### src/rtl/writeback_block_pkg.sv
// Writeback stage shared definitions.
// Data-path width, reset value and data type for the pipeline stages.
package wb_pkg;

    localparam int WB_DATA_W = 8;
    localparam logic [WB_DATA_W-1:0] WB_RESET_VAL = 8'h00;

    typedef logic [WB_DATA_W-1:0] wb_data_t;

endpackage

### src/rtl/writeback_block_if.sv
// Writeback data bundle between the mux stage and the pipe register.
// Master drives the selected result, slave returns the registered one.
interface wb_if #(
    parameter int WIDTH = 8
);

    logic [WIDTH-1:0] mux_ans_dm;
    logic [WIDTH-1:0] ans_wb;

    modport master (
        output mux_ans_dm,
        input  ans_wb
    );

    modport slave (
        input  mux_ans_dm,
        output ans_wb
    );

endinterface

### src/rtl/writeback_block_pipe_reg.sv
// Writeback pipe register: one-cycle D register with synchronous reset.
// Captures the incoming result unmodified on every rising edge.
module wb_pipe_reg #(
    parameter int               WIDTH   = 8,
    parameter logic [WIDTH-1:0] RST_VAL = '0
) (
    input  logic clk_i,
    input  logic rst_i,
    wb_if.slave  bus
);

    logic [WIDTH-1:0] data_d;
    logic [WIDTH-1:0] data_q;

    // Next value is the incoming result, bit for bit.
    always_comb begin
        data_d = bus.mux_ans_dm;
    end

    // Reset has priority over a new value at the same edge.
    always_ff @(posedge clk_i) begin
        if (rst_i) begin
            data_q <= RST_VAL;
        end else begin
            data_q <= data_d;
        end
    end

    assign bus.ans_wb = data_q;

endmodule

### src/rtl/writeback_block.sv
// Writeback stage: registers the data-memory mux result for the
// register file and forwarding logic.
module writeback_block
    import wb_pkg::*;
#(
    parameter int                DATA_W    = WB_DATA_W,
    parameter logic [DATA_W-1:0] RESET_VAL = DATA_W'(WB_RESET_VAL)
) (
    input  logic              clk,
    input  logic              reset,
    input  logic [DATA_W-1:0] mux_ans_dm,
    output logic [DATA_W-1:0] ans_wb
);

    wb_if #(.WIDTH(DATA_W)) pipe ();

    assign pipe.mux_ans_dm = mux_ans_dm;
    assign ans_wb          = pipe.ans_wb;

    wb_pipe_reg #(
        .WIDTH   (DATA_W),
        .RST_VAL (RESET_VAL)
    ) u_pipe_reg (
        .clk_i (clk),
        .rst_i (reset),
        .bus   (pipe.slave)
    );

`ifndef SYNTHESIS
    logic chk_vld_q;

    // Arms the checks once the first edge has defined ans_wb.
    always_ff @(posedge clk) begin
        chk_vld_q <= 1'b1;
    end

    a_load: assert property (
        @(posedge clk) disable iff (chk_vld_q !== 1'b1)
        !$past(reset) |-> ans_wb == $past(mux_ans_dm)
    );

    a_reset: assert property (
        @(posedge clk) disable iff (chk_vld_q !== 1'b1)
        $past(reset) |-> ans_wb == RESET_VAL
    );
`endif

endmodule

### config.mk
export PLATFORM = sky130hd
export DESIGN_NAME = writeback_block
export DESIGN_NICKNAME = d
export VERILOG_FILES = /design/src/rtl/writeback_block_pkg.sv /design/src/rtl/writeback_block_if.sv /design/src/rtl/writeback_block_pipe_reg.sv /design/src/rtl/writeback_block.sv
export SDC_FILE = /design/constraint.sdc
export NUM_CORES = 1
export LEC_CHECK = 0
export CORE_AREA = 2 2 39 41
export DETAILED_ROUTE_END_ITERATION = 10
export DIE_AREA = 0 0 41 43
export DONT_BUFFER_PORTS = 1
export GPL_TIMING_DRIVEN = 0
export PLACE_DENSITY = 0.3
export SKIP_CTS_REPAIR_TIMING = 1
export SLEW_MARGIN = 20
export SYNTH_ARGS = -nofsm -noshare
export SYNTH_HDL_FRONTEND = slang
export SYNTH_SLANG_ARGS = --single-unit
### constraint.sdc
create_clock -name clk -period 0.8 [get_ports clk]
set_clock_uncertainty 0.05 [all_clocks]
set_input_delay 0.08 -clock clk [delete_from_list [all_inputs] [get_ports clk]]
set_output_delay 0.08 -clock clk [all_outputs]
set_load 0.01 [all_outputs]
==> reports/results.ini <==
[setup_path]
path_buf_inv=1
path_delay_family=buffers and inverters
critPathSlowestCell=dlygate4sd3_1
worst_setup_path_end_kind=register
crit_path_cell_trace=dlygate4sd3_1 > nor2b_1
crit_required_ns=0.87
worst-setup-path-type=in2reg
slowest_delay_ns=0.67
start_kind=primary input
worst_ep_arrival_time_ns=0.82
path_max_fanout=6
critical_path.startpoint=reset

[timing]
rsz0062_at_grt=no
tightestPinTransition_ns=0.239
min_period_ns=0.749
setup-violations-final=0
maxSlewViolCount=0
maxSlewHeadroom_pct=84.0
hold_violations=0
fin_crit_sh_pct=93.6
fmax_ghz=1.33
whs_ns=0.393
setup-tns-final_ns=0

[die]
coreArea_um2=1380
core.rowCount=14
fp.dieH_um=43
die_x_um=41
ios=18
dieArea_um2=1760
start_util_pct=15.2

[power_and_ir_drop]
power.internal_mw=0.631
power.share.sequential_pct=56.3
switchingPower_mw=0.151
p_per_area_nw_per_um2=2280
clock_power_share_pct=37.1
power_mw=0.781
sw_frac_of_total_pct=19.3
power.leakage_nw=0.138
vdd_drop_max_v=0.000739
p_comb_share_pct=6.6

[placed_design]
dpl-instance-area_um2=230
gp_congestion=0.525
port_buffers=0

[layout]
final_nets=40
fin_util_pct=24.8
final_area_um2=343
largest_register_ffs=8
drive_gt1_share_pct=10.7
seq_area_um2=160
antenna_cells=0
area_growth_pct=63.1
multiInputGateArea_um2=50.0
nFillCells=159

[synthesis]
ys_warn_count=0
ys_types=2
muxShareOfSynthArea_pct=0
synth_simple_gate_area_share_pct=23.8
synth_fp_nets=26
synth-async-reset-ratio_pct=0
yosys.area.top_type=dfxtp_1
postSynthCellCount=16
synthAdderAreaFrac_pct=0
synthFlopType=dfxtp_1
synth_common_cells=dfxtp_1, nor2b_1
syn_avg_cell_area_um2=13.1
synthTopCellsByArea=dfxtp_1, nor2b_1
ys_seq_area_share_pct=76.2
synth_top_area_share_pct=76.2
syn_area_um2=210
synth-xor-area-share_pct=0
synth_edf_count=0
synth_compound_area_share_pct=0
ys_ff_latch=8
synth_top_family_by_area=simple AND/OR/NAND/NOR gates

[routing]
route.detailed.drc=0
wl_per_cell_um=9.43
wl_met1_um=147
wl_um=415
dr.pass1.iters=1
dr_wl_met2_um=208
postRouteAntennaNets=0
routed_via_density=3.48
dr.first_iter.drc_count=0
routed-wl-met3_um=59
top_layer_used=met3
vias=153

[grt]
antenna_found_initial=0
gr-usage-all-layers_pct=5.13
grt_max_degree=9
grt_pass1_vias=127
overflow=0
grt_first_pass_wirelength_um=531

[cts]
clock_sinks=8
cts.htree.levels=1
clk_pin_slew_ns=0.05
clockRootBuffer=clkbuf_4
clockBufferDepth=2
cts_tree=yes
cts_buffers=3

[worst_hold_path]
hold_class=in2reg
hp-start=reset

[outcome]
outcome=complete, no violations

[job]
max-cap-violations=0

## power groups by stage
stage | sequential [mW] | combinational (mW) | clock (mW)
final | 0.440 | 0.0517 | 0.290
after global routing | 0.442 | 0.0563 | 0.329
after CTS | 0.440 | 0.0143 | 0.313
after detailed placement | 0.449 | 0.0144 | 0
after global placement | 0.448 | 0.0147 | 0
after floorplan | 0.446 | 0.0132 | 0
## routing by layer
layer  up-vias  track usage [%]
met5         -                0
met3         0             5.24
li1         74                -
met4         0             4.00
met2        10             6.56
met1        69             4.52
## cells in the final DEF (no fill, tap or decap)
cell	instances
clkbuf_4	3
dlygate4sd3_1	9
nor2b_1	8
dfxtp_1	8
## worst paths after layout
path / endpoint / slack (ns) / cells past startpoint
worst max-delay path: u_pipe_reg.bus.ans_wb[3] / 0.05 / 2
worst min-delay path: u_pipe_reg.bus.ans_wb[6] / 0.39 / 2
## cells by family after synthesis
logic type | count (synthesis)
flops | 8
simple gates | 8
## stage by stage
stage                     std cells  setup WS [ns]
after global routing             44         0.0253
after floorplan                  16          0.339
after detailed placement         32          0.322
final                            44         0.0509
after global placement           32          0.324
after CTS                        35         0.0448
## area by class of cell
cell class              instances  area share, %
clock buffers                   3           6.57
multi-input cells               8           14.6
flip-flops and latches          8           46.7
well taps                      16           5.84
repair buffers                  9           26.3
Note: power is estimated with default switching activity, not from simulation.
